### config.mk
export PLATFORM = sky130hd
export DESIGN_NAME = xadc_drp_responder
export DESIGN_NICKNAME = d
export VERILOG_FILES = /design/src/rtl/xadc_drp_pkg.sv /design/src/rtl/xadc_conversion_timer.sv /design/src/rtl/xadc_drp_responder.sv
export SDC_FILE = /design/constraint.sdc
export NUM_CORES = 1
export LEC_CHECK = 0
export CAP_MARGIN = 25
export CORE_ASPECT_RATIO = 1.1
export CORE_UTILIZATION = 42
export DETAILED_ROUTE_END_ITERATION = 6
export DONT_BUFFER_PORTS = 1
export SYNTH_ARGS = -nofsm -noshare
export SYNTH_HDL_FRONTEND = slang
export SYNTH_HIERARCHICAL = 1
export SYNTH_SLANG_ARGS = --single-unit
### constraint.sdc
create_clock -name clock -period 4.5 [get_ports clock]
set_input_delay 0.45 -clock clock [delete_from_list [all_inputs] [get_ports clock]]
set_output_delay 0.45 -clock clock [all_outputs]
set_load 0.01 [all_outputs]
### src/rtl/xadc_drp_pkg.sv
// Shared constants and types for the XADC DRP responder: register map,
// config bit positions and the DRP transaction state encoding.
package xadc_drp_pkg;

  localparam int DEFAULT_SAMPLE_BITS = 12;
  localparam int DEFAULT_DATA_BITS   = 16;
  localparam int DEFAULT_ADDR_BITS   = 7;

  localparam logic [DEFAULT_ADDR_BITS-1:0] CH1_ADDR    = 7'h13;
  localparam logic [DEFAULT_ADDR_BITS-1:0] CH2_ADDR    = 7'h1B;
  localparam logic [DEFAULT_ADDR_BITS-1:0] CONFIG_ADDR = 7'h40;

  localparam int CFG_CONV_ENABLE_BIT = 0;
  localparam int CFG_CLEAR_ERROR_BIT = 1;

  typedef enum logic [1:0] {
    ST_IDLE    = 2'd0,
    ST_WAIT    = 2'd1,
    ST_RESPOND = 2'd2
  } drp_state_e;

endpackage

### src/rtl/xadc_conversion_timer.sv
// Free-running conversion period counter: latches both channel samples on
// terminal count and pulses end-of-conversion on the cycle after the latch.
module xadc_conversion_timer #(
  parameter int SAMPLE_BITS       = 12,
  parameter int CONVERSION_PERIOD = 64
) (
  input  logic                   clock,
  input  logic                   resetN,
  input  logic                   i_enable,
  input  logic [SAMPLE_BITS-1:0] i_sample1,
  input  logic [SAMPLE_BITS-1:0] i_sample2,
  output logic [SAMPLE_BITS-1:0] o_sample1,
  output logic [SAMPLE_BITS-1:0] o_sample2,
  output logic                   o_end_of_conversion
);

  localparam int CNT_W = $clog2(CONVERSION_PERIOD);

  logic [CNT_W-1:0]       r_count;
  logic [SAMPLE_BITS-1:0] r_sample1;
  logic [SAMPLE_BITS-1:0] r_sample2;
  logic                   r_latched;
  logic                   r_eoc;
  logic                   w_terminal;

  assign w_terminal = i_enable && (r_count == CNT_W'(CONVERSION_PERIOD - 1));

  // The pulse pipeline runs regardless of i_enable, so a latch that already
  // happened still announces itself even if conversions were just disabled.
  always_ff @(posedge clock or negedge resetN) begin
    if (!resetN) begin
      r_count   <= '0;
      r_sample1 <= '0;
      r_sample2 <= '0;
      r_latched <= 1'b0;
      r_eoc     <= 1'b0;
    end else begin
      // NOTE: non-blocking assignments so every flop samples pre-edge values.
      r_latched <= w_terminal;
      r_eoc     <= r_latched;
      if (i_enable) begin
        r_count <= w_terminal ? '0 : r_count + 1'b1;
      end
      if (w_terminal) begin
        r_sample1 <= i_sample1;
        r_sample2 <= i_sample2;
      end
    end
  end

  assign o_sample1           = r_sample1;
  assign o_sample2           = r_sample2;
  assign o_end_of_conversion = r_eoc;

endmodule

### src/rtl/xadc_drp_responder.sv
// XADC stand-in: periodic dual-channel sampling plus a DRP slave that answers
// reads/writes after a fixed latency and flags requests made while busy.
module xadc_drp_responder
  import xadc_drp_pkg::*;
#(
  parameter int SAMPLE_BITS       = DEFAULT_SAMPLE_BITS,
  parameter int DATA_BITS         = DEFAULT_DATA_BITS,
  parameter int DRP_ADDRESS_BITS  = DEFAULT_ADDR_BITS,
  parameter logic [DRP_ADDRESS_BITS-1:0] CHANNEL_1_ADDRESS = DRP_ADDRESS_BITS'(CH1_ADDR),
  parameter logic [DRP_ADDRESS_BITS-1:0] CHANNEL_2_ADDRESS = DRP_ADDRESS_BITS'(CH2_ADDR),
  parameter logic [DRP_ADDRESS_BITS-1:0] CONFIG_ADDRESS    = DRP_ADDRESS_BITS'(CONFIG_ADDR),
  parameter int CONVERSION_PERIOD = 64,
  parameter int READ_LATENCY      = 3
) (
  input  logic                        clock,
  input  logic                        resetN,
  input  logic [SAMPLE_BITS-1:0]      channel1Sample,
  input  logic [SAMPLE_BITS-1:0]      channel2Sample,
  input  logic                        DRPEnable,
  input  logic                        DRPWriteEnable,
  input  logic [DRP_ADDRESS_BITS-1:0] DRPAddress,
  input  logic [DATA_BITS-1:0]        DRPDataIn,
  output logic [DATA_BITS-1:0]        DRPDataOut,
  output logic                        DRPReady,
  output logic                        endOfConversion,
  output logic                        protocolError
);

  localparam int PAD_BITS = DATA_BITS - SAMPLE_BITS;
  localparam int LAT_W    = (READ_LATENCY > 1) ? $clog2(READ_LATENCY) : 1;

  drp_state_e                  r_state;
  drp_state_e                  w_next_state;
  logic [LAT_W-1:0]            r_lat_cnt;
  logic [DRP_ADDRESS_BITS-1:0] r_addr;
  logic                        r_we;
  logic [1:0]                  r_wdata_cfg;
  logic [DATA_BITS-1:0]        r_snapshot;
  logic                        r_conv_enable;
  logic                        r_protocol_error;
  logic [DATA_BITS-1:0]        w_read_data;
  logic [SAMPLE_BITS-1:0]      w_sample1;
  logic [SAMPLE_BITS-1:0]      w_sample2;
  logic                        w_accept;
  logic                        w_busy_request;
  logic                        w_config_write;
  logic                        w_unused;

  // Only the two defined config bits are ever stored.
  assign w_unused = ^DRPDataIn[DATA_BITS-1:2];

  xadc_conversion_timer #(
    .SAMPLE_BITS       (SAMPLE_BITS),
    .CONVERSION_PERIOD (CONVERSION_PERIOD)
  ) u_timer (
    .clock               (clock),
    .resetN              (resetN),
    .i_enable            (r_conv_enable),
    .i_sample1           (channel1Sample),
    .i_sample2           (channel2Sample),
    .o_sample1           (w_sample1),
    .o_sample2           (w_sample2),
    .o_end_of_conversion (endOfConversion)
  );

  always_ff @(posedge clock or negedge resetN) begin
    if (!resetN) r_state <= ST_IDLE;
    else         r_state <= w_next_state;
  end

  always_comb begin
    // NOTE: defaults first so no path through the case leaves a latch behind.
    w_next_state = r_state;
    w_accept     = 1'b0;
    case (r_state)
      ST_IDLE: begin
        if (DRPEnable) begin
          w_accept     = 1'b1;
          w_next_state = (READ_LATENCY == 1) ? ST_RESPOND : ST_WAIT;
        end
      end
      // Counter is loaded with READ_LATENCY-1; leave when it would reach 0.
      ST_WAIT:    if (r_lat_cnt == LAT_W'(1)) w_next_state = ST_RESPOND;
      ST_RESPOND: w_next_state = ST_IDLE;
      default:    w_next_state = ST_IDLE;
    endcase
  end

  always_comb begin
    w_read_data = '0;
    if (DRPAddress == CHANNEL_1_ADDRESS) begin
      w_read_data = {w_sample1, {PAD_BITS{1'b0}}};
    end else if (DRPAddress == CHANNEL_2_ADDRESS) begin
      w_read_data = {w_sample2, {PAD_BITS{1'b0}}};
    end else if (DRPAddress == CONFIG_ADDRESS) begin
      w_read_data[CFG_CONV_ENABLE_BIT] = r_conv_enable;
    end
  end

  always_ff @(posedge clock or negedge resetN) begin
    if (!resetN) begin
      r_lat_cnt   <= '0;
      r_addr      <= '0;
      r_we        <= 1'b0;
      r_wdata_cfg <= '0;
      r_snapshot  <= '0;
    end else if (w_accept) begin
      r_lat_cnt   <= LAT_W'(READ_LATENCY - 1);
      r_addr      <= DRPAddress;
      r_we        <= DRPWriteEnable;
      r_wdata_cfg <= DRPDataIn[1:0];
      r_snapshot  <= DRPWriteEnable ? '0 : w_read_data;
    end else if (r_state == ST_WAIT) begin
      r_lat_cnt <= r_lat_cnt - 1'b1;
    end
  end

  assign w_config_write = (r_state == ST_RESPOND) && r_we && (r_addr == CONFIG_ADDRESS);
  assign w_busy_request = DRPEnable && (r_state != ST_IDLE);

  // A new busy violation wins over a clear landing in the same cycle.
  always_ff @(posedge clock or negedge resetN) begin
    if (!resetN) begin
      r_conv_enable    <= 1'b1;
      r_protocol_error <= 1'b0;
    end else begin
      if (w_config_write) r_conv_enable <= r_wdata_cfg[CFG_CONV_ENABLE_BIT];
      if (w_busy_request) begin
        r_protocol_error <= 1'b1;
      end else if (w_config_write && r_wdata_cfg[CFG_CLEAR_ERROR_BIT]) begin
        r_protocol_error <= 1'b0;
      end
    end
  end

  assign DRPReady      = (r_state == ST_RESPOND);
  assign DRPDataOut    = DRPReady ? r_snapshot : '0;
  assign protocolError = r_protocol_error;

endmodule

Word-level counts from Yosys, hierarchy flattened. Cells that the tools add are included.

Register bits after elaboration: 64. Input bits: 51. Output and inout bits: 19.

Muxes and demuxes: 16. $add $sub $neg: 2. Equal/unequal tests: 10. Reduce and logical (&&, ||, !) cells: 10.

Operator list (count): $mux W16 (3); $mux W15 (1); $eq A7 B5 Y1 const B (2); $eq A7 B7 Y1 const B (2); $mux W2 (4); $add A6 B1 Y6 const B (1); $eq A6 B6 Y1 const B (1); $mux W1 (6); $mux W6 (1); $reduce_bool A2 Y1 (3); $logic_and A1 B1 Y1 (5); $eq A2 B1 Y1 const B (2); $ne A2 B2 Y1 const B (2); $pmux W2 S2 (1); $eq A2 B2 Y1 const B (1); $logic_not A2 Y1 (1); $reduce_and A2 Y1 (1); $sub A2 B1 Y2 const B (1).

Logic depth before layout (Yosys ltp).
Depth after elaboration: 6. Depth in mapped cells: 5.

By module. Netlist, hierarchy kept.

Modules (own cells, without submodules): xadc_drp_responder (cells each 142, instances 1, area an instance 1460.2 um^2); xadc_conversion_timer (cells each 77, instances 1, area an instance 1330.0 um^2).

Least setup slack after synthesis. Ideal clock, no wire load.

Path kind: flip-flop to output port. Start: reg r_state[0]. End: out DRPDataOut[0]. Setup slack: 2.923 ns. Arrival: 1.127 ns. Buffers on the path: 1. Required time: 4.050 ns. Stages on the path, launching flop included: 4. Cells stage by stage: dfrtp_1 > and2b_1 > clkbuf_1 > and2_1.

Cells in the longest elaborated chain, start to end: 2.

Ends and longest elaborated chain: from (decl) (RTL line xadc_drp_responder.sv:32) `drp_state_e r_state;`; from (signal assigned) (RTL line xadc_drp_responder.sv:68) `else r_state <= w_next_state;`; $eq A2 B2 Y1 (RTL line xadc_drp_responder.sv:136) `assign DRPReady = (r_state == ST_RESPOND);`; via DRPReady (RTL line xadc_drp_responder.sv:24) `output logic DRPReady,`; $mux W16 (RTL line xadc_drp_responder.sv:137) `assign DRPDataOut = DRPReady ? r_snapshot : '0;`; to (decl) (RTL line xadc_drp_responder.sv:23) `output logic [DATA_BITS-1:0] DRPDataOut,`.

The timed path passes the listed nets, and every way through them passes these cells.

Worst setup path in the final report.
Start: reg r_state[0]. End: out DRPDataOut[6].

Same word-level chain as after synthesis.

==> impl_results.md <==
* Status: finished clean
* Placed cells at 290
* Clk buf depth at 2
* Setup TNS at 0 ps
* Worst-skew pair later-pin latency at about 340 ps
* Maximum fanout along the worst path at 15
* CTS Root Cell: clkbuf_8
* Int Power at 1.07 mW
* Synth Area in Simple Gates at a little under an eighth
* Peak supply drop at ~340 µV
* Req. time, crit path at between 4000 and 5000 ps
* Die Y-Extent at between 80 and 90 µm
* Routed wire length at roughly 5.2 mm
* DRT antenna net count at 0
* Vias per inst at approximately 5.2
* Net count of the finished layout at 277
* Net Sw Power at 0.350 mW
* Startpoint types: flip-flop
* Post-synthesis sequential area ratio at 54.8%
* Top delay family on crit path: simple AND/OR/NAND/NOR gates
* Lkg Pwr at 1.42 nW
* Finish-stage setup viols at 0
* Combinational power share at between 10% and 20%
* HPWL Detailed at 3.26 mm
* Ranking of synthesized cells by area: dfrtp_1, mux2_4, mux2_2
* Max-slew headroom at 55.6%
* Worst-Margin Slew at 664 ps
* CP cell instances: and2b_1 -> and2_1
* Crit path DAT at 1610 ps
* DR vias at ~1600
* Layout cells sized above 1 at 24.5%
* Synth Area per Inst at ~13 µm²
* Synth Area in Adders at less than 1%
* Tightest Hold Check Type: in2reg
* Synthesis-to-layout area growth at 10.2%
* Ports at 70
* Clock slew at reported path FFs at approximately 70 ps
* Initial DRT Pass Iterations at 4
* Largest net degree at the start of global routing at slightly above 60
* Slowest CP cell: and2b_1
* Post-synthesis compound-gate area fraction at roughly 6.2%
* RSZ-0062 raised after global routing: false
* Mux cell area share after synthesis at between 10% and 20%
* Final Max Slew Viols at 0
* Cell count after synthesis at around 220
* Power per cell area at ~460 mW/mm²
* Clock power share at ~39%
* FMAX at about 480 MHz
* Post-route minimum period at 2060 ps
* Die area at 0.00697 mm²
* TritonCTS Sinks at between 60 and 70
* CP max stage delay at around 550 ps
* Starting density of the core at ~44%
* Worst Path Buf+Inv at 0
* Drt initial violations at roughly 100
* Inserted Clock Buffers at 9
* Post-synth EDFFs at 0
* Xor and xnor area share after synthesis at less than 1%
* Ys async rst share at 100%
* First-pass GRT wire length at 8.48 mm
* Synth Flop Type: dfrtp_1
* Initial antenna violation count at 0
* Clock skew at between 4 and 5 ps
* Grt total ovfl at 0
* GRT Util Overall at approximately 17%
* Non-filler instance count after layout at between 300 and 400
* WL/cell at around 17 µm
* Max Cap Viol at 0
* Core Area at 0.00631 mm²
* Routability cong. at slightly below 0.8
* Diode count at 0
* Element type at the critical path end: output port
* Commonest cells post-synth: dfrtp_1, inv_1, mux2_4
* Count leader, synth: dfrtp_1
* Setup CP Type: reg2out
* Sw Ratio at 24.6%
* Die width at approximately 80 µm
* Synth top area share at a little over half
* Area leader, netlist: dfrtp_1
* Synthesized flop and latch total at about 60
* Remaining DRCs at 0
* Share of power burned in registers at 46.7%
* Vias in the first global route at roughly 1700
* Mapped Area at between 0.002 and 0.003 mm²
* H-tree depth at 3
* Final hold vios at 0
* Site Rows at 30
* Synth Warn # at 6
* Largest family of logic cells by synthesized area: multiplexers
* Final clock period utilization by the worst path at between 40% and 50%
* Port Buf Inserts at 0
* Hold WS at ~250 ps
* Netlist cell types at 35
* TritonCTS clock tree: built
-- worst register-to-register path, delay by kind of cell, from the launching register on --
kind,cells,cell delay (ps)
compound gates,1,440
flops,1,430
simple gates,2,1080
-- metal layers --
metal	part of all wire [%]	GRT usage (%)	up-vias
met5	0	0	-
met4	1.2	6.45	0
met2	46	25.1	55
met1	45	21.5	796
met3	7.6	7.12	7
li1	-	-	747
-- through the flow --
stage / power, mW / utilization, % / setup WS (ps) / cell area (µm²)
floorplan: 0.830 / - / 2920 / 2800
global placement: 0.844 / 44.2 / 2550 / 2790
detailed placement: 0.849 / 44.2 / 2430 / 2790
CTS: 1.42 / 48.3 / 2390 / 3050
global route: 1.49 / 48.8 / 2270 / 3080
finish: 1.42 / 48.8 / 2440 / 3080
-- placed cells by master (no fill, tap or decap) --
cell,count
nor4bb_1,2
dfrtp_1,60
o31ai_1,1
or3b_1,1
a21oi_1,3
dfstp_2,1
nor2b_1,1
or2b_1,2
inv_1,27
o221ai_1,12
mux2_4,23
nand3_1,1
mux2_2,13
nand2_1,17
o21bai_1,1
o21ai_0,6
clkbuf_8,11
xnor2_1,2
clkbuf_1,1
nor4_1,1
ha_1,2
xor2_1,1
nor2_1,5
dlygate4sd3_1,1
nand4_1,5
nand2b_1,1
and2_1,13
bufinv_16,2
nand4_4,1
nor2_8,1
a21o_1,1
buf_16,2
conb_1,3
clkinv_2,2
nor4b_1,2
and2b_1,1
-- final timing paths --
| kind | startpoint | end | slack [ps] | cells after the start |
|---|---|---|---|---|
| setup reg to reg | r_state[0] | r_snapshot[10] | 2450 | 3 |
| min in group asynchronous | resetN | r_state[0] | 650 | 2 |
| hold reg to reg | u_timer/r_latched | u_timer/o_end_of_conversion | 350 | 0 |
| setup / recovery | r_state[0] | DRPDataOut[6] | 2440 | 2 |
| max in group asynchronous | resetN | r_conv_enable | 3530 | 2 |
| hold / removal | channel2Sample[5] | u_timer/o_sample2[5] | 250 | 1 |
-- power by group through the flow --
stage | Clock [mW] | Sequential, mW | Combinational [mW]
global placement | 0 | 0.673 | 0.171
global route | 0.591 | 0.674 | 0.228
finish | 0.551 | 0.664 | 0.206
detailed placement | 0 | 0.674 | 0.175
floorplan | 0 | 0.661 | 0.169
CTS | 0.568 | 0.664 | 0.193
-- final cells by class --
type | count | area [µm²]
Fill cell | 584 | 3230
Clock buffer | 12 | 155
Sequential cell | 61 | 1530
Clock inverter | 4 | 70.1
Tap cell | 80 | 100
Inverter | 27 | 101
Timing Repair Buffer | 3 | 65.1
Multi-Input combinational cell | 122 | 1060
-- flip-flops by register name (all words and copies together), names as in the netlist --
name / flops
r_snapshot: 13
u_timer/o_sample1: 12
u_timer/o_sample2: 12
r_addr: 7
u_timer/r_count: 6
r_lat_cnt: 2
r_state: 2
r_wdata_cfg: 2
protocolError: 1
r_conv_enable: 1
r_we: 1
u_timer/o_end_of_conversion: 1
u_timer/r_latched: 1
-- cell families (layout without fill, tap and decap cells) --
| family | Yosys count | count (layout) |
|---|---|---|
| and+or+nand+nor | 54 | 54 |
| other | 1 | 3 |
| AOI/OAI and AO/OA | 24 | 24 |
| muxes | 36 | 36 |
| DFF | 61 | 61 |
| adders and majority gates | 2 | 2 |
| xor gates and xnor gates | 3 | 3 |
| buffers and inverters | 38 | 46 |
-- repair_timing --
action / 4_1_cts / 5_1_grt
hold endpoints to repair: 61 / 0
resized for setup: 0 / 0
hold buffers: 2 / 0
setup buffers: 0 / 0
(Power assumes the default switching activity.)
